$ cat src/rtl/thermostat_pkg.sv
// Shared state encoding, default thresholds and a threshold sanity check
// for the multi-zone thermostat.
package thermostat_pkg;

    typedef enum logic [1:0] {
        ST_IDLE = 2'd0,
        ST_HEAT = 2'd1,
        ST_COOL = 2'd2
    } zone_state_t;

    localparam int unsigned DEF_TEMP_W    = 5;
    localparam int unsigned DEF_N_ZONES   = 4;
    localparam int unsigned DEF_HEAT_ON   = 18;
    localparam int unsigned DEF_TARGET    = 20;
    localparam int unsigned DEF_COOL_ON   = 22;
    localparam int unsigned DEF_MIN_DWELL = 4;

    function automatic bit thresholds_ok(input int unsigned temp_w,
                                         input int unsigned heat_on,
                                         input int unsigned target,
                                         input int unsigned cool_on);
        longint unsigned temp_max;
        temp_max = (longint'(1) << temp_w) - 1;
        return (heat_on < target) && (target < cool_on) &&
               (longint'(cool_on) <= temp_max);
    endfunction

endpackage

$ cat src/rtl/thermostat_zone.sv
// One thermostat channel: IDLE/HEATING/COOLING FSM with hysteresis,
// minimum-dwell timer, zone enable and a one-cycle state-change strobe.
module thermostat_zone
    import thermostat_pkg::*;
#(
    parameter int unsigned TEMP_W    = DEF_TEMP_W,
    parameter int unsigned HEAT_ON   = DEF_HEAT_ON,
    parameter int unsigned TARGET    = DEF_TARGET,
    parameter int unsigned COOL_ON   = DEF_COOL_ON,
    parameter int unsigned MIN_DWELL = DEF_MIN_DWELL
) (
    input  logic              clk,
    input  logic              rst_n,
    input  logic              en_i,
    input  logic [TEMP_W-1:0] temp_i,
    output logic              heating_o,
    output logic              cooling_o,
    output logic              changed_o
);

    if (!thresholds_ok(TEMP_W, HEAT_ON, TARGET, COOL_ON)) begin : g_bad_thresholds
        $fatal(1, "thermostat_zone: need HEAT_ON < TARGET < COOL_ON <= 2^TEMP_W-1");
    end

    localparam int unsigned DW = (MIN_DWELL == 0) ? 1 : $clog2(MIN_DWELL + 1);

    localparam logic [TEMP_W-1:0] HEAT_ON_T = HEAT_ON[TEMP_W-1:0];
    localparam logic [TEMP_W-1:0] TARGET_T  = TARGET[TEMP_W-1:0];
    localparam logic [TEMP_W-1:0] COOL_ON_T = COOL_ON[TEMP_W-1:0];
    localparam logic [DW-1:0]     DWELL_MAX = MIN_DWELL[DW-1:0];
    localparam logic [DW-1:0]     DWELL_ONE = DW'(1);

    zone_state_t   state_q, state_d;
    logic [DW-1:0] dwell_q, dwell_d;
    logic          changed_q, changed_d;
    logic          dwell_ok;

    always_ff @(posedge clk) begin
        if (!rst_n) begin
            state_q   <= ST_IDLE;
            dwell_q   <= DWELL_MAX;
            changed_q <= 1'b0;
        end else begin
            state_q   <= state_d;
            dwell_q   <= dwell_d;
            changed_q <= changed_d;
        end
    end

    always_comb begin
        state_d   = state_q;
        dwell_d   = dwell_q;
        changed_d = 1'b0;
        dwell_ok  = (dwell_q == DWELL_MAX);

        // HEAT and COOL only ever exit to IDLE, so a reversal always pays both dwells
        case (state_q)
            ST_IDLE: begin
                if (dwell_ok) begin
                    if (temp_i <= HEAT_ON_T)      state_d = ST_HEAT;
                    else if (temp_i >= COOL_ON_T) state_d = ST_COOL;
                end
            end
            ST_HEAT: if (dwell_ok && temp_i >= TARGET_T) state_d = ST_IDLE;
            ST_COOL: if (dwell_ok && temp_i <= TARGET_T) state_d = ST_IDLE;
            default: state_d = ST_IDLE;
        endcase

        if (!en_i) state_d = ST_IDLE;

        if (state_d != state_q) begin
            dwell_d   = '0;
            changed_d = 1'b1;
        end else if (!dwell_ok) begin
            dwell_d = dwell_q + DWELL_ONE;
        end
    end

    assign heating_o = (state_q == ST_HEAT);
    assign cooling_o = (state_q == ST_COOL);
    assign changed_o = changed_q;

endmodule

$ cat src/rtl/thermostat_multizone.sv
// N_ZONES independent thermostat channels with aggregate heating/cooling
// status flags.
module thermostat_multizone
    import thermostat_pkg::*;
#(
    parameter int unsigned TEMP_W    = DEF_TEMP_W,
    parameter int unsigned N_ZONES   = DEF_N_ZONES,
    parameter int unsigned HEAT_ON   = DEF_HEAT_ON,
    parameter int unsigned TARGET    = DEF_TARGET,
    parameter int unsigned COOL_ON   = DEF_COOL_ON,
    parameter int unsigned MIN_DWELL = DEF_MIN_DWELL
) (
    input  logic                      clk,
    input  logic                      rst_n,
    input  logic [N_ZONES-1:0]        zone_en,
    input  logic [N_ZONES*TEMP_W-1:0] temperature,
    output logic [N_ZONES-1:0]        heating,
    output logic [N_ZONES-1:0]        cooling,
    output logic [N_ZONES-1:0]        changed,
    output logic                      any_heating,
    output logic                      any_cooling
);

    for (genvar i = 0; i < N_ZONES; i++) begin : g_zone
        thermostat_zone #(
            .TEMP_W    (TEMP_W),
            .HEAT_ON   (HEAT_ON),
            .TARGET    (TARGET),
            .COOL_ON   (COOL_ON),
            .MIN_DWELL (MIN_DWELL)
        ) u_zone (
            .clk       (clk),
            .rst_n     (rst_n),
            .en_i      (zone_en[i]),
            .temp_i    (temperature[i*TEMP_W +: TEMP_W]),
            .heating_o (heating[i]),
            .cooling_o (cooling[i]),
            .changed_o (changed[i])
        );
    end

    assign any_heating = |heating;
    assign any_cooling = |cooling;

endmodule
$ cat config.mk
export PLATFORM = sky130hd
export DESIGN_NAME = thermostat_multizone
export DESIGN_NICKNAME = d
export VERILOG_FILES = /design/src/rtl/thermostat_pkg.sv /design/src/rtl/thermostat_zone.sv /design/src/rtl/thermostat_multizone.sv
export SDC_FILE = /design/constraint.sdc
export NUM_CORES = 1
export LEC_CHECK = 0
export BUFFER_PORTS_ARGS = -buffer_cell sky130_fd_sc_hd__buf_2
export CAP_MARGIN = 20
export CORE_MARGIN = 2
export CORE_UTILIZATION = 57
export CTS_CLUSTER_SIZE = 20
export DETAILED_ROUTE_END_ITERATION = 8
export MAX_ROUTING_LAYER = met4
export PLACE_DENSITY_LB_ADDON = 0.15
export SKIP_LAST_GASP = 1
export SYNTH_ARGS = -nofsm -noshare
export SYNTH_HDL_FRONTEND = slang
export SYNTH_SLANG_ARGS = --single-unit
$ cat constraint.sdc
create_clock -name clk -period 3.3 [get_ports clk]
set_clock_uncertainty 0.05 [all_clocks]
set_input_delay 0 -clock clk [delete_from_list [all_inputs] [get_ports clk]]
set_output_delay 0 -clock clk [all_outputs]
set_load 0.05 [all_outputs]
==> metrics.md <==
| Metric | Value |
|---|---|
| Critical path class | `reg2reg` |
| Num rows | `19` |
| WL final | `3450 µm` |
| Critical Path Max Stage Delay | `0.34 ns` |
| Vias in the first global route | `1,505` |
| Ys flop type | `dfxtp_1` |
| Yosys reg bits | `24` |
| Fillers | `226` |
| Buffers and inverters on the worst path | `1` |
| Critical path launch point | `g_zone[0].u_zone.dwell_q[0]$_SDFFE_PP0N_` |
| Initial antenna violation count | `0` |
| DRC Markers | `0` |
| Top Metal Used | `met4` |
| WP data required | `3.46 ns` |
| Chip height | `56.9 µm` |
| 1st-pass router iterations | `4` |
| Endpoints failing setup | `0` |
| Worst-path clk slew | `0.14 ns` |
| R2R depth | `6` |
| Ratio of final minimum period to clock period | `0.520` |
| H-tree depth | `1` |
| Core Region | `2710 µm²` |
| GRT Total Usage | `0.241` |
| Sequential area share after synthesis | `0.301` |
| Nets | `254` |
| Root buf cell | `clkbuf_4` |
| Rel. slew slack | `0.713` |
| Power Density | `685 nW/µm²` |
| Via density | `5.99` |
| Crit end category | `register` |
| Layout area overhead | `14.7%` |
| CTS buffer count | `3` |
| Slowest stage cell on the critical path | `dfxtp_1` |
| Unique masters post-synth | `46` |
| Max Slew Vio Count | `0` |
| Final Hold Slack | `0.0197 ns` |
| Total of max-cap violations | `0` |
| CTS Sinks | `24` |
| Die Area | `3240 µm²` |
| Chip width | `56.9 µm` |
| Worst Tran Pin Value | `0.430 ns` |
| CTS tree | `yes` |
| RSZ-0062 raised after global routing | `no` |
| Setup TNS | `0 ns` |
| First-iteration detailed-routing DRC count | `67` |
| Vias | `1,498` |
| Status | `complete, no violations` |
| Reg2reg start | `g_zone[0].u_zone.dwell_q[0]$_SDFFE_PP0N_` |
| Placer congestion estimate | `0.911` |
| Wire length of the first global-routing pass | `6170 µm` |
| CP endpoint | `g_zone[0].u_zone.dwell_q[2]$_SDFFE_PN1P_` |
| WP depth | `6` |
| WL/cell | `13.8 µm` |
| Crit path cell chain | `inv_1 > ha_1 > and2_1 > a41oi_1 > o211ai_1 > o21ai_0` |
| Worst reg2reg path endpoint | `g_zone[0].u_zone.dwell_q[2]$_SDFFE_PN1P_` |
| Number of port buffers | `39` |
| Met3 WL | `162 µm` |
| Largest delay contributor family on the critical path | `compound AO/OA/AOI/OAI gates` |
| Starting Density | `0.589` |
| Leakage | `0.803 nW` |
| Worst-path maximum fanout | `8` |
| Post-cts repair resize count | `0` |
| FF-to-FF setup slack | `1.58 ns` |
| WP data arrival | `1.87 ns` |
| Total grt overflow | `0` |
| Syn Inst Count | `186` |
| Crit path time final | `1.72 ns` |
| Worst skew pair latency | `0.32 ns` |
| Asr flop ratio synth | `0` |
| Avg Inst Size Synth | `8.58 µm²` |
| Max Clk Rate | `0.583 GHz` |
| Number of synthesis warnings | `0` |
| Largest net degree at the start of global routing | `15` |
| Mapped Area | `1600 µm²` |
| I/O pin count | `40` |
| CTS Buffer Depth | `2` |
| Maximum vdd drop | `0.425 mV` |
| Final hold violation count | `0` |
| Reg area | `480 µm²` |
| DP Wirelength | `2680 µm` |
| Share of cells above drive strength 1 | `0.233` |
| Met2 routed WL | `1780 µm` |
| Met1 Wirelength | `1450 µm` |
| Antenna Nets Post-Route | `0` |
| Multi-input gate area | `958 µm²` |
| Synthesized Nets | `220` |
| ANT cells | `0` |
| Worst Hold Class | `in2reg` |
| Crit start category | `register` |
| Post-synth EDFFs | `0` |
## power by group
group	internal [W]	leakage [nW]	switching (W)
registers	0.000358	0.197	0.0000624
logic	0.000236	0.578	0.000383
clock network	0.000123	0.0279	0.0000920
## registers in the layout (all words and copies together), names as in the netlist
name	count
g_zone.u_zone.state_q	8
g_zone.u_zone.dwell_q	12
g_zone.u_zone.changed_o	4
## routing by layer
| metal | up-vias | track usage |
|---|---|---|
| met3 | 6 | 0.0253 |
| met1 | 698 | 0.290 |
| met4 | 0 | 0.0864 |
| met2 | 46 | 0.414 |
| met5 | - | - |
| li1 | 748 | - |
## placed cells by master (no fill, tap or decap), drive strengths merged, types with 4 or more instances in the layout
master	n
dfxtp	24
buf	39
nand2	9
dlygate4sd3	6
a31oi	6
inv	12
nand4	4
nor2b	8
nor2	10
o21ai	15
xnor2	4
nand4b	5
nor3	6
nor3b	4
o211ai	4
mux2i	4
ha	8
and2	5
nor4	7
## worst register-to-register path: cells and delay by family (launching register included)
| kind | cells | cell delay (ns) |
|---|---|---|
| buffers and inverters | 1 | 0.09 |
| flip-flops | 1 | 0.34 |
| AND/OR/NAND/NOR | 1 | 0.32 |
| adder cells (fa/ha/maj) | 1 | 0.18 |
| AO/OA/AOI/OAI | 3 | 0.62 |
## worst min path at each step
stage	from	endpoint	cells past startpoint
final	temperature[11]	g_zone[2].u_zone.state_q[1]$_SDFF_PN0_	3
after global routing	temperature[12]	g_zone[2].u_zone.state_q[0]$_SDFF_PN0_	3
after CTS	temperature[11]	g_zone[2].u_zone.state_q[1]$_SDFF_PN0_	3
after detailed placement	rst_n	g_zone[1].u_zone.dwell_q[2]$_SDFFE_PN1P_	2
after global placement	rst_n	g_zone[1].u_zone.dwell_q[2]$_SDFFE_PN1P_	2
after floorplan	zone_en[3]	g_zone[3].u_zone.state_q[0]$_SDFF_PN0_	2
## metrics by stage
stage / power (W) / utilization / setup slack, ns / cell area (µm²) / std cells
2_1_floorplan: 0.000953 / - / 1.74 / 1600 / 186
3_3_place_gp: 0.00101 / 0.634 / 1.69 / 1720 / 240
3_5_place_dp: 0.00104 / 0.634 / 1.61 / 1720 / 240
4_1_cts: 0.00126 / 0.675 / 1.58 / 1830 / 250
5_1_grt: 0.00135 / 0.675 / 1.38 / 1830 / 250
6_report: 0.00125 / 0.675 / 1.58 / 1830 / 250
## cells in the mapped netlist, drive strengths merged, types with 2 or more instances
master | number | area share
dfxtp | 24 | 0.30
o21ai | 15 | 0.047
buf | 14 | 0.063
inv | 12 | 0.028
nor2 | 10 | 0.024
nand2 | 9 | 0.021
ha | 8 | 0.063
nor2b | 8 | 0.031
nor4 | 7 | 0.027
a31oi | 6 | 0.024
nor3 | 6 | 0.019
and2 | 5 | 0.020
nand4b | 5 | 0.027
mux2i | 4 | 0.025
nand4 | 4 | 0.016
nor3b | 4 | 0.019
o211ai | 4 | 0.022
xnor2 | 4 | 0.022
nand2b | 3 | 0.012
nand3b | 3 | 0.014
o2111a | 3 | 0.021
o21a | 3 | 0.014
or4 | 3 | 0.016
a21o | 2 | 0.0094
a21oi | 2 | 0.0063
and4b | 2 | 0.015
nand3 | 2 | 0.014
o41ai | 2 | 0.016
or2 | 2 | 0.0078
## kinds of logic after synthesis
kind of cell | count (synthesis) | synth area share
xor+xnor | 4 | 0.0219
mux | 4 | 0.0251
flops | 24 | 0.301
fa+ha+maj | 8 | 0.0627
compound gates | 45 | 0.208
buf+inv | 28 | 0.0987
simple gates | 73 | 0.283
## final cells by class
cell class	instances	area share
multi-input cells	134	0.524
flip-flops and latches	24	0.262
repair buffers	45	0.139
inverters	12	0.0246
well taps	31	0.0212
clock inverters	1	0.0164
clock buffers	3	0.0123
## timing repair
action,4_1_cts,5_1_grt
endpoints found under the hold margin,13,0
hold buffers,6,0
setup buffers,0,0
Note: power is estimated with default switching activity, not from simulation.
